## config.mk

```make
export PLATFORM = sky130hd
export DESIGN_NAME = rr_bus_arbiter
export DESIGN_NICKNAME = d
export VERILOG_FILES = /design/src/rtl/arb_pkg.sv /design/src/rtl/rr_pick.sv /design/src/rtl/rr_bus_arbiter.sv
export SDC_FILE = /design/constraint.sdc
export NUM_CORES = 1
export LEC_CHECK = 0
export CAP_MARGIN = 20
export CELL_PAD_IN_SITES_DETAIL_PLACEMENT = 1
export CELL_PAD_IN_SITES_GLOBAL_PLACEMENT = 2
export CORE_UTILIZATION = 29
export CTS_BUF_LIST = sky130_fd_sc_hd__clkbuf_8
export CTS_CLUSTER_DIAMETER = 120
export CTS_CLUSTER_SIZE = 20
export DETAILED_ROUTE_END_ITERATION = 16
export PLACE_DENSITY_LB_ADDON = 0.12
export RECOVER_POWER = 25
export SLEW_MARGIN = 20
export SYNTH_ARGS = -nofsm -noshare
export SYNTH_HDL_FRONTEND = slang
export SYNTH_HIERARCHICAL = 1
export SYNTH_SLANG_ARGS = --single-unit
```

## constraint.sdc

```tcl
create_clock -name clk -period 2.2 [get_ports clk]
set_clock_uncertainty 0.2 [all_clocks]
set_input_delay 0.33 -clock clk [delete_from_list [all_inputs] [get_ports clk]]
set_output_delay 0.33 -clock clk [all_outputs]
set_load 0.02 [all_outputs]
```

## src/rtl/arb_pkg.sv

```systemverilog
// Shared types and defaults for the round-robin bus arbiter.
package arb_pkg;

   typedef enum logic [2:0] {
      IDLE    = 3'd0,
      BUSY    = 3'd1,
      WAIT    = 3'd2,
      FREE    = 3'd3,
      TIMEOUT = 3'd4
   } arb_state_t;

   localparam int TOUT_CYCLES_DEF = 3;

endpackage

```

## src/rtl/rr_pick.sv

```systemverilog
// Round-robin winner selection: first set request after ptr, wrapping modulo N.
module rr_pick #(
   parameter int N = 4
) (
   input  logic [N-1:0]         req,
   input  logic [$clog2(N)-1:0] ptr,
   output logic                 valid,
   output logic [$clog2(N)-1:0] idx
);

   localparam int IW = $clog2(N);
   localparam logic [IW:0] NW = (IW+1)'(N);

   logic [2*N-1:0] w_dbl;
   logic [2*N-1:0] w_rot;
   logic [IW:0]    w_shift;
   logic [IW-1:0]  w_off;
   logic [IW:0]    w_sum;

   // Two copies of req side by side; shifting past ptr rotates the scan start to ptr+1.
   assign w_dbl   = {req, req};
   assign w_shift = {1'b0, ptr} + {{IW{1'b0}}, 1'b1};
   assign w_rot   = w_dbl >> w_shift;

   // Lowest set bit of the rotated window is the closest requester after ptr.
   always_comb begin
      valid = 1'b0;
      w_off = '0;
      for (int i = N - 1; i >= 0; i--) begin
         if (w_rot[i]) begin
            valid = 1'b1;
            w_off = IW'(i);
         end
      end
   end

   // Map the window offset back to an absolute master index.
   always_comb begin
      w_sum = w_shift + {1'b0, w_off};
      idx   = (w_sum >= NW) ? IW'(w_sum - NW) : IW'(w_sum);
   end

endmodule

```

## src/rtl/rr_bus_arbiter.sv

```systemverilog
// Round-robin bus arbiter with per-grant hold, busy timeout trap and timeout counter.
//
// state   | meaning
// --------+-----------------------------------------------------------
// IDLE    | no owner, arbitrate every cycle
// BUSY    | grantee owns bus, watching for done / timeout
// WAIT    | grantee finished but holds bus while dly is high
// FREE    | one dead cycle after release, arbitrate for next owner
// TIMEOUT | grantee stalled too long, bus parked until tout_clr
module rr_bus_arbiter
   import arb_pkg::*;
#(
   parameter int N           = 4,
   parameter int TOUT_CYCLES = TOUT_CYCLES_DEF,
   parameter int CNT_W       = 8
) (
   input  logic                 clk,
   input  logic                 rst_n,
   input  logic [N-1:0]         req,
   input  logic                 done,
   input  logic                 dly,
   input  logic                 tout_clr,
   output logic [N-1:0]         gnt,
   output logic [$clog2(N)-1:0] gnt_id,
   output logic                 bus_busy,
   output logic                 tout,
   output logic [$clog2(N)-1:0] tout_id,
   output logic [CNT_W-1:0]     tout_cnt
);

   localparam int IW = $clog2(N);
   localparam int BW = $clog2(TOUT_CYCLES);
   localparam logic [BW-1:0] BUSY_LAST = BW'(TOUT_CYCLES - 1);

   arb_state_t         r_state, w_state_nxt;
   logic [N-1:0]       r_gnt, w_gnt_nxt;
   logic [IW-1:0]      r_gnt_id, w_gnt_id_nxt;
   logic [IW-1:0]      r_ptr, w_ptr_nxt;
   logic [BW-1:0]      r_busy_cnt, w_busy_cnt_nxt;
   logic [IW-1:0]      r_tout_id, w_tout_id_nxt;
   logic [CNT_W-1:0]   r_tout_cnt, w_tout_cnt_nxt;

   logic               w_pick_valid;
   logic [IW-1:0]      w_pick_idx;

   rr_pick #(.N(N)) u_pick (
      .req   (req),
      .ptr   (r_ptr),
      .valid (w_pick_valid),
      .idx   (w_pick_idx)
   );

   // State and datapath registers; ptr resets to N-1 so master 0 wins first.
   always_ff @(posedge clk or negedge rst_n) begin
      if (!rst_n) begin
         r_state    <= IDLE;
         r_gnt      <= '0;
         r_gnt_id   <= '0;
         r_ptr      <= IW'(N - 1);
         r_busy_cnt <= '0;
         r_tout_id  <= '0;
         r_tout_cnt <= '0;
      end else begin
         r_state    <= w_state_nxt;
         r_gnt      <= w_gnt_nxt;
         r_gnt_id   <= w_gnt_id_nxt;
         r_ptr      <= w_ptr_nxt;
         r_busy_cnt <= w_busy_cnt_nxt;
         r_tout_id  <= w_tout_id_nxt;
         r_tout_cnt <= w_tout_cnt_nxt;
      end
   end

   // Next-state and next-register logic for the grant lifecycle.
   always_comb begin
      w_state_nxt    = r_state;
      w_gnt_nxt      = r_gnt;
      w_gnt_id_nxt   = r_gnt_id;
      w_ptr_nxt      = r_ptr;
      w_busy_cnt_nxt = r_busy_cnt;
      w_tout_id_nxt  = r_tout_id;
      w_tout_cnt_nxt = r_tout_cnt;

      case (r_state)
         IDLE, FREE: begin
            w_gnt_nxt = '0;
            if (w_pick_valid) begin
               w_state_nxt    = BUSY;
               w_gnt_nxt      = {{(N-1){1'b0}}, 1'b1} << w_pick_idx;
               w_gnt_id_nxt   = w_pick_idx;
               w_ptr_nxt      = w_pick_idx;
               w_busy_cnt_nxt = '0;
            end else begin
               w_state_nxt = IDLE;
            end
         end
         BUSY: begin
            if (done) begin
               if (dly) begin
                  w_state_nxt = WAIT;
               end else begin
                  w_state_nxt = FREE;
                  w_gnt_nxt   = '0;
               end
            end else if (r_busy_cnt == BUSY_LAST) begin
               w_state_nxt   = TIMEOUT;
               w_gnt_nxt     = '0;
               w_tout_id_nxt = r_gnt_id;
               if (r_tout_cnt != {CNT_W{1'b1}}) begin
                  w_tout_cnt_nxt = r_tout_cnt + CNT_W'(1);
               end
            end else begin
               w_busy_cnt_nxt = r_busy_cnt + BW'(1);
            end
         end
         WAIT: begin
            if (!dly) begin
               w_state_nxt = FREE;
               w_gnt_nxt   = '0;
            end
         end
         TIMEOUT: begin
            w_gnt_nxt = '0;
            if (tout_clr) begin
               w_state_nxt = FREE;
            end
         end
         default: begin
            w_state_nxt = IDLE;
            w_gnt_nxt   = '0;
         end
      endcase
   end

   // Outputs are decoded from registered state only.
   assign gnt      = r_gnt;
   assign gnt_id   = r_gnt_id;
   assign bus_busy = (r_state == BUSY) || (r_state == WAIT);
   assign tout     = (r_state == TIMEOUT);
   assign tout_id  = r_tout_id;
   assign tout_cnt = r_tout_cnt;

endmodule

```

==> flow_metrics.env, run 1 <==
export IMPL_start_util_pct=30.2
export IMPL_yosys_area_top_type="dfrtp_1"
export IMPL_setup_viol_count_final=2
export IMPL_fp_dieH_um=69.6
export IMPL_violations="setup timing"
export IMPL_arrival_ns=2.21
export IMPL_drt_total_wl_um=3410
export IMPL_drive_gt1_share_pct=26.0
export IMPL_drc=0
export IMPL_ios=27
export IMPL_track_usage_pct=14.5
export IMPL_synth_edf_count=0
export IMPL_yosysMostFrequentCell="dfrtp_1"
export IMPL_drt_iter0_drc=13
export IMPL_grt_max_degree=24
export IMPL_synthXorXnorAreaFrac_pct=3.97
export IMPL_clkTransAtPathRegs_ns=0.09
export IMPL_min_period_over_period_pct=103
export IMPL_fillCellCount=513
export IMPL_relSlewSlack_pct=13.7
export IMPL_cp_max_fo=4
export IMPL_wire_per_inst_um=14.6
export IMPL_crit_path_start_kind="register"
export IMPL_ant_nets=0
export IMPL_internal_power_uw=1380
export IMPL_p_sw_uw=993
export IMPL_critPathCaptureType="register"
export IMPL_regArea_um2=579
export IMPL_drt_first_pass_iters=4
export IMPL_cap_violations=0
export IMPL_detailed_place_hpwl_um=2510
export IMPL_clk_latency_ns=0.26
export IMPL_clockRootBuffer="clkbuf_8"
export IMPL_ys_ff_latch=23
export IMPL_rsz0062_at_grt="yes"
export IMPL_irDropWorstVdd_mv=0.517
export IMPL_synth_compound_area_share_pct=18.5
export IMPL_die_w_um=69.6
export IMPL_yosys_warnings=6
export IMPL_fin_ws_ns=-0.0567
export IMPL_swShare_pct=41.9
export IMPL_power_density_nw_per_um2=1270
export IMPL_cts_buffer_depth=2
export IMPL_synth_area_top_cells="dfrtp_1 40%, dfstp_2 4.0%, xnor2_1 4.0%"
export IMPL_area_growth_syn_to_layout_pct=41.1
export IMPL_cts_htree_levels=1
export IMPL_diodes=0
export IMPL_vias_per_cell=5.01
export IMPL_grt_pass1_vias=1272
export IMPL_crit_required_ns=2.16
export IMPL_ctsHoldBuffers=0
export IMPL_yosys_area_share_simple_pct=20.8
export IMPL_slew_violations=0
export IMPL_num_vias=1168
export IMPL_power_static_leakage_uw=0.000837
export IMPL_overflow=0
export IMPL_cts_tree="built"
export IMPL_grt_pass1_wl_um=5840
export IMPL_synth_mux_area_fraction_pct=4.25
export IMPL_fin_nets=194
export IMPL_worstMarginPinSlew_ns=1.29
export IMPL_io_buffer_count=26
export IMPL_place_congestion=0.744
export IMPL_synthCells=138
export IMPL_place_ws_ns=-0.517
export IMPL_clock_sinks=23
export IMPL_syn_avg_cell_area_um2=9.59
export IMPL_synth_top_family_by_area="simple AND/OR/NAND/NOR gates"
export IMPL_multi_input_area_um2=737
export IMPL_fin_total_pwr_uw=2370
export IMPL_netlist_area_um2=1320
export IMPL_core_um2=4380
export IMPL_synth_adder_area_share_pct=2.84
export IMPL_synth_main_ff_cell="dfrtp_1"
export IMPL_period_needed_ns=2.26
export IMPL_dieArea_um2=4840
export IMPL_fmax_ghz=0.443
export IMPL_combPwrFrac_pct=57.7
export IMPL_ys_async_sr_fraction_pct=100
export IMPL_outcome="complete, but fails checks"
export IMPL_min_path_type="reg -> reg"
export IMPL_grt_antenna_before_repair=0
export IMPL_power_frac_clock_pct=11.4
export IMPL_p_seq_share_pct=30.9
export IMPL_ys_types=47
export IMPL_synthTopCellsByCount="21 x dfrtp_1, 13 x inv_1, 13 x nand2_1"
export IMPL_cts_buffers=3
export IMPL_yosysSeqAreaShare_pct=43.7
export IMPL_synth_nets=150
export IMPL_rows=24
export IMPL_hold_violations=0
export IMPL_yosysTopAreaCellShare_pct=39.7
export IMPL_critPathKind="reg -> reg"
## through the flow
step / hold slack (ns) / instances / area (um^2) / TNS [ns] / utilization, %
after CTS: 0.229 / 233 / 1840 / -0.0195 / 41.9
after global routing: 0.322 / 233 / 1870 / -0.716 / 42.6
after floorplan: -0.166 / 138 / 1320 / 0 / -
after global placement: 0.261 / 227 / 1740 / -2.73 / 39.7
after detailed placement: 0.285 / 227 / 1740 / -3.77 / 39.7
final: 0.293 / 233 / 1870 / -0.0983 / 42.6
## area by class of cell
cell class	count	area share, %
clock inverters	1	0.268
multi-input cells	97	39.5
inverters	13	2.61
clock buffers	3	2.21
repair buffers	44	21.0
flip-flops and latches	23	31.0
well taps	52	3.48
## what timing repair did
action,CTS,global route
gates resized for setup,12,11
endpoints found under the setup margin,8,8
pin swaps,7,12
setup buffers,2,0
## layout by cell type, fill, tap and decap left out, types with 2 or more instances in the layout
cell type	n
a21oi_1	6
buf_4	16
clkbuf_8	3
clkdlybuf4s50_1	22
dfrtp_1	20
dfstp_2	2
dlygate4sd2_1	3
ha_1	2
inv_1	13
mux2i_1	3
nand2_1	10
nand2_4	2
nand3_1	5
nand4_1	2
nor2_1	5
nor2b_1	2
nor3_1	2
o21a_1	3
o21ai_0	7
o21ai_1	3
o22ai_1	4
or2b_1	2
xnor2_1	4
xnor2_2	2
## critical path: stages (launching register included)
cell and delay [ns]:
dfstp_2 0.57, buf_6 0.12, nand2_4 0.05, a21oi_2 0.16
o22ai_2 0.11, o21ai_2 0.13, ha_2 0.21, xnor2_2 0.09
xnor2_2 0.25, nor2_1 0.08, a22o_1 0.17
## power groups by stage
stage	combinational, uW	sequential, uW	clock (uW)
2_1_floorplan	677	801	0
3_3_place_gp	1190	730	0
3_5_place_dp	1230	736	0
4_1_cts	1340	730	274
5_1_grt	1500	762	297
6_report	1370	733	269
## path summary, 6_finish.rpt
check	from	to	slack (ns)	cells after the start
worst max register to register	r_ptr[1]	gnt[0]	-0.06	10
worst min register to register	r_busy_cnt[0]	r_busy_cnt[0]	0.29	1
worst min-delay path	r_busy_cnt[0]	r_busy_cnt[0]	0.29	1
worst max-delay path	r_ptr[1]	gnt[0]	-0.06	10
max in group asynchronous	rst_n	r_state[0]	0.28	2
min in group asynchronous	rst_n	tout_cnt[1]	0.66	2
## per-layer routing
| layer | vias to the layer above | GRT usage (%) | wire length, um |
|---|---|---|---|
| met5 | - | 0 | 0 |
| met4 | 0 | 4.54 | 38 |
| met3 | 4 | 1.45 | 73 |
| met2 | 14 | 24.7 | 1700 |
| met1 | 578 | 19.4 | 1590 |
| li1 | 572 | - | - |
## registers in the layout (all words and copies together), names as in the netlist
name	count
r_ptr	2
gnt	4
tout_id	2
r_busy_cnt	2
gnt_id	2
r_state	3
tout_cnt	8
## kinds of logic after synthesis
family / after synthesis
compound gates: 37
xor+xnor: 6
fa+ha+maj: 3
buf+inv: 18
flops: 23
mux: 5
simple gates: 46
Power figures use the tool's default switching activity.
==> run 2: changes to the inputs <==
- MAX_ROUTING_LAYER: default -> met4
==> run 2 against run 1 <==
Compared with the run above: global-route usage grew 0.39 points; worst hold slack is essentially flat; largest cell class unchanged; the run still ends with setup timing left; register-to-register slack about the same; non-clock buffer count is the same; flip-flop and latch count unchanged; setup slack is essentially flat; routed wire length fell by 0.12%; critical path depth is the same; combinational power hardly changed; highest routed layer unchanged.
==> flow_metrics.env, run 2 (synthesis gave the netlist of run 1 again) <==
export IMPL_critPathCaptureType="register"
export IMPL_die_w_um=69.6
export IMPL_dp_cells=227
export IMPL_cp_max_fo=4
export IMPL_layout_commonest_cell="clkdlybuf4s50_1"
export IMPL_min_path_type="reg -> reg"
export IMPL_overflow=0
export IMPL_relSlewSlack_pct=13.5
export IMPL_clock_sinks=23
export IMPL_min_period_over_period_pct=103
export IMPL_fillCellCount=513
export IMPL_vias_per_cell=5.03
export IMPL_num_vias=1172
export IMPL_reg2reg_depth=10
export IMPL_grt_max_degree=24
export IMPL_core_um2=4380
export IMPL_irDropWorstVdd_mv=0.517
export IMPL_crit_required_ns=2.16
export IMPL_grt_pass1_vias=1276
export IMPL_final_cells=233
export IMPL_drive_gt1_share_pct=26.0
export IMPL_startpoint="r_ptr[1]"
export IMPL_period_needed_ns=2.26
export IMPL_crit_path_start_kind="register"
export IMPL_drt_total_wl_um=3400
export IMPL_cp_endpoint="gnt[0]"
export IMPL_fin_nets=194
export IMPL_diodes=0
export IMPL_clkTransAtPathRegs_ns=0.09
export IMPL_fin_hold_ws_ns=0.293
export IMPL_track_usage_pct=14.9
export IMPL_area_growth_syn_to_layout_pct=41.1
export IMPL_critPathKind="reg -> reg"
export IMPL_start_util_pct=30.2
export IMPL_dieArea_um2=4840
export IMPL_fin_ws_ns=-0.0569
export IMPL_outcome="complete, but fails checks"
export IMPL_drc=0
export IMPL_cts_buffers=3
export IMPL_cap_violations=0
export IMPL_ios=27
export IMPL_ant_nets=0
export IMPL_largest_reg_flops=8
export IMPL_drt_first_pass_iters=4
export IMPL_power_density_nw_per_um2=1270
export IMPL_io_buffer_count=26
export IMPL_cts_htree_levels=1
export IMPL_hold_violations=0
export IMPL_violations="setup timing"
export IMPL_worstMarginPinSlew_ns=1.30
export IMPL_r2r_slack_ns=-0.06
export IMPL_grt_pass1_wl_um=5820
export IMPL_r2r_end="gnt[0]"
export IMPL_slew_violations=0
export IMPL_cts_buffer_depth=2
export IMPL_drt_iter0_drc=13
export IMPL_clockRootBuffer="clkbuf_8"
export IMPL_regArea_um2=579
export IMPL_fmax_ghz=0.443
export IMPL_layout_common_cells="22 x clkdlybuf4s50_1, 20 x dfrtp_1, 16 x buf_4"
export IMPL_fp_dieH_um=69.6
export IMPL_multi_input_area_um2=737
export IMPL_rsz0062_at_grt="yes"
export IMPL_wire_per_inst_um=14.6
export IMPL_power_static_leakage_uw=0.000837
export IMPL_detailed_place_hpwl_um=2510
export IMPL_arrival_ns=2.21
export IMPL_clk_latency_ns=0.26
export IMPL_place_congestion=0.753
export IMPL_rows=24
export IMPL_cts_tree="built"
export IMPL_grt_antenna_before_repair=0
export IMPL_setup_total_negative_slack_ns=-0.0984
export IMPL_setup_viol_count_final=2
export IMPL_r2r_start="r_ptr[1]"
run 2: cell counts in the layout (fill, tap and decap cells not counted):
Identical to the previous run, type by type.
run 2: worst min-delay path by stage:
| stage | to | cells past startpoint | startpoint | slack (ns) |
|---|---|---|---|---|
| 2_1_floorplan | gnt[0] | 0 | rst_n | -0.17 |
| 3_3_place_gp | r_busy_cnt[0] | 1 | r_busy_cnt[0] | 0.26 |
| 3_5_place_dp | tout_id[0] | 2 | tout_id[0] | 0.28 |
| 4_1_cts | tout_cnt[3] | 2 | rst_n | 0.23 |
| 5_1_grt | r_busy_cnt[0] | 1 | r_busy_cnt[0] | 0.32 |
| 6_report | r_busy_cnt[0] | 1 | r_busy_cnt[0] | 0.29 |
run 2: layout make-up:
type	count	area share (%)
timing repair buffer	44	21.0
tap	52	3.48
multi-input combinational	97	39.5
inverter	13	2.61
clock inverter	1	0.268
clock buffer	3	2.21
sequential	23	31.0
run 2: per-layer routing:
layer / GRT usage (%) / wire length (um) / vias up
met2: 24.7 / 1700 / 14
met4: 4.54 / 38 / 0
met1: 19.4 / 1600 / 582
met3: 1.45 / 73 / 4
li1: - / - / 572
met5: - / 0 / -
run 2: where the power goes:
group          switching [uW]  total [uW]  internal, uW
Sequential                146         733           587
Clock                     142         269           126
Combinational             705        1370           662
Total                     993        2370          1380
run 2: timing repair:
item                       4_1_cts  5_1_grt
setup endpoints to repair        8        8
buffers inserted                 2        0
cloned                           0        0
pin swaps                        7       12
resized for setup               12       11
hold buffers                     0        0
hold endpoints to repair         0        0
run 2: critical path, cell delays in order, from the launching register on:
cell and delay, ns:
dfstp_2 0.57, buf_6 0.12, nand2_4 0.05, a21oi_2 0.16, o22ai_2 0.11, o21ai_2 0.13
ha_2 0.21, xnor2_2 0.09, xnor2_2 0.25, nor2_1 0.08, a22o_1 0.17
run 2: through the flow:
stage,setup WS [ns],utilization [%],power (uW),cell area (um^2)
after floorplan,0.0303,-,1480,1320
after global placement,-0.328,39.7,1920,1740
after detailed placement,-0.517,39.7,1960,1740
after CTS,-0.0195,41.9,2340,1840
after global routing,-0.182,42.6,2560,1870
final,-0.0569,42.6,2370,1870
==> run 3: changes to the inputs <==
- CORE_UTILIZATION: 29 -> 35
- GPL_TIMING_DRIVEN: default -> 0
- clock period: 2.2 -> 2.7 ns (I/O delays scaled with it)
==> run 3 against run 2 <==
Compared with the run above: the run now ends clean; first-iteration DRC count increased to 5.2 times the previous value; setup slack improved by 0.28 ns; non-clock buffer count decreased by 14; count of clock-buffer cells in the layout unchanged; cell count decreased by 8.6%; critical path depth unchanged.
==> flow_metrics.env, run 3 (synthesis gave the netlist of run 1 again) <==
export IMPL_io_buffer_count=25
export IMPL_place_congestion=0.813
export IMPL_place_ws_ns=-0.0149
export IMPL_crit_buf_inv=2
export IMPL_ant_nets=0
export IMPL_cts_htree_levels=1
export IMPL_crit_slowest_cell="clkdlybuf4s50_1"
export IMPL_drc=0
export IMPL_swShare_pct=41.9
export IMPL_final_cells=213
export IMPL_cp_max_fo=6
export IMPL_crit_path_start_kind="primary input"
export IMPL_path_common_cell="xnor2_1"
export IMPL_power_density_nw_per_um2=1040
export IMPL_ios=27
export IMPL_clockRootBuffer="clkbuf_8"
export IMPL_detailed_place_hpwl_um=2290
export IMPL_design_area_um2=1680
export IMPL_cts_buffer_depth=2
export IMPL_largest_reg_flops=8
export IMPL_dp_cells=209
export IMPL_max_stage_delay_ns=0.59
export IMPL_min_path_type="reg -> reg"
export IMPL_rows=21
export IMPL_r2r_slack_ns=0.30
export IMPL_vias_per_cell=5.25
export IMPL_fp_dieH_um=63.5
export IMPL_fin_hold_ws_ns=0.288
export IMPL_overflow=0
export IMPL_num_vias=1119
export IMPL_wire_per_inst_um=14.4
export IMPL_setup_viol_count_final=0
export IMPL_cap_violations=0
export IMPL_cpLargestDelayFamily="buffers and inverters"
export IMPL_cts_buffers=3
export IMPL_diodes=0
export IMPL_irDropWorstVdd_mv=0.463
export IMPL_layout_common_cells="24 x clkdlybuf4s50_1, 21 x dfrtp_1, 13 x inv_1, 13 x nand2_1, 10 x o21ai_0"
export IMPL_core_um2=3470
export IMPL_dieArea_um2=4030
export IMPL_outcome="finished, final reports clean"
export IMPL_setup_total_negative_slack_ns=0
export IMPL_crit_required_ns=2.69
export IMPL_hold_violations=0
export IMPL_power_frac_clock_pct=12.1
export IMPL_grt_antenna_before_repair=0
export IMPL_path_cells="clkdlybuf4s50_1 > inv_1 > a2bb2oi_1 > o221ai_1 > o21ai_0 > ha_1 > xnor2_1 > xnor2_1 > nand2_1 > o2bb2ai_1"
export IMPL_rsz0062_at_grt="no"
export IMPL_drive_gt1_share_pct=12.0
export IMPL_grt_max_degree=24
export IMPL_fin_ws_ns=0.227
export IMPL_die_w_um=63.5
export IMPL_clkTransAtPathRegs_ns=0.08
export IMPL_drt_total_wl_um=3060
export IMPL_arrival_ns=2.46
export IMPL_area_growth_syn_to_layout_pct=26.7
export IMPL_internal_power_uw=1010
export IMPL_grt_pass1_wl_um=5390
export IMPL_worstMarginPinSlew_ns=1.23
export IMPL_relSlewSlack_pct=17.9
export IMPL_min_period_over_period_pct=91.6
export IMPL_clock_sinks=23
export IMPL_critPathCaptureType="register"
export IMPL_layout_commonest_cell="clkdlybuf4s50_1"
export IMPL_grt_pass1_vias=1135
export IMPL_p_sw_uw=729
export IMPL_fmax_ghz=0.404
export IMPL_slew_violations=0
export IMPL_start_util_pct=38.2
export IMPL_placed_area_um2=1630
export IMPL_clk_latency_ns=0.26
export IMPL_p_seq_share_pct=33.7
export IMPL_combPwrFrac_pct=54.2
export IMPL_power_static_leakage_uw=0.000731
export IMPL_fin_nets=180
export IMPL_cts_tree="built"
export IMPL_critPathKind="in -> reg"
export IMPL_drt_first_pass_iters=4
export IMPL_period_needed_ns=2.47
export IMPL_track_usage_pct=17.1
export IMPL_drt_iter0_drc=68
export IMPL_post_cts_buffers=0
-- run 3: path summary, 6_finish.rpt --
| check | startpoint | endpoint | depth (start not counted) |
|---|---|---|---|
| worst min-delay path | r_busy_cnt[0] | r_busy_cnt[0] | 1 |
| worst max register to register | r_ptr[1] | gnt[2] | 8 |
| min in group asynchronous | rst_n | tout_cnt[3] | 2 |
| worst max-delay path | req[1] | gnt[2] | 10 |
| worst min register to register | r_busy_cnt[0] | r_busy_cnt[0] | 1 |
| max in group asynchronous | rst_n | tout_cnt[6] | 2 |
-- run 3: final cells by class --
cell class / instances / area (um^2)
plain buffers: 4 / 26.3
clock buffers: 3 / 41.3
clock inverters: 1 / 5.00
fillers: 411 / 1790
inverters: 13 / 48.8
multi-input cells: 97 / 667
flip-flops and latches: 23 / 578
well taps: 46 / 57.6
repair buffers: 26 / 254
-- run 3: power groups by stage --
stage          registers, uW  clock network (uW)  logic (uW)
6_report                 587                 210         942
5_1_grt                  610                 229        1050
4_1_cts                  587                 215         959
3_5_place_dp             594                   0         946
3_3_place_gp             585                   0         922
2_1_floorplan            653                   0         552
-- run 3: layer usage --
metal  GRT usage, %  routed length [um]  up-vias  share of wire (%)
met2           28.1                1470       18                 48
met4           4.26                  14        0               0.46
li1               -                   -      545                  -
met5              -                   0        -                  0
met3           2.36                  78        2                2.5
met1           22.1                1500      554                 49
-- run 3: repair_timing --
item                                    4_1_cts  5_1_grt
endpoints found under the setup margin        0        1
hold buffers                                  0        1
gates resized for setup                       0        0
hold endpoints to repair                      0       21
-- run 3: stage by stage --
| step | util [%] | power [uW] |
|---|---|---|
| 2_1_floorplan | - | 1200 |
| 3_5_place_dp | 47.0 | 1540 |
| 4_1_cts | 48.4 | 1760 |
| 3_3_place_gp | 47.0 | 1510 |
| 5_1_grt | 48.4 | 1890 |
| 6_report | 48.4 | 1740 |
-- run 3: worst register-to-register path, delay by kind of cell (launching register included) --
kind	cells	cell delay (ns)
AOI/OAI and AO/OA	3	0.45
xor gates and xnor gates	2	0.44
adders and majority gates	1	0.20
DFF	1	0.60
and+or+nand+nor	2	0.44
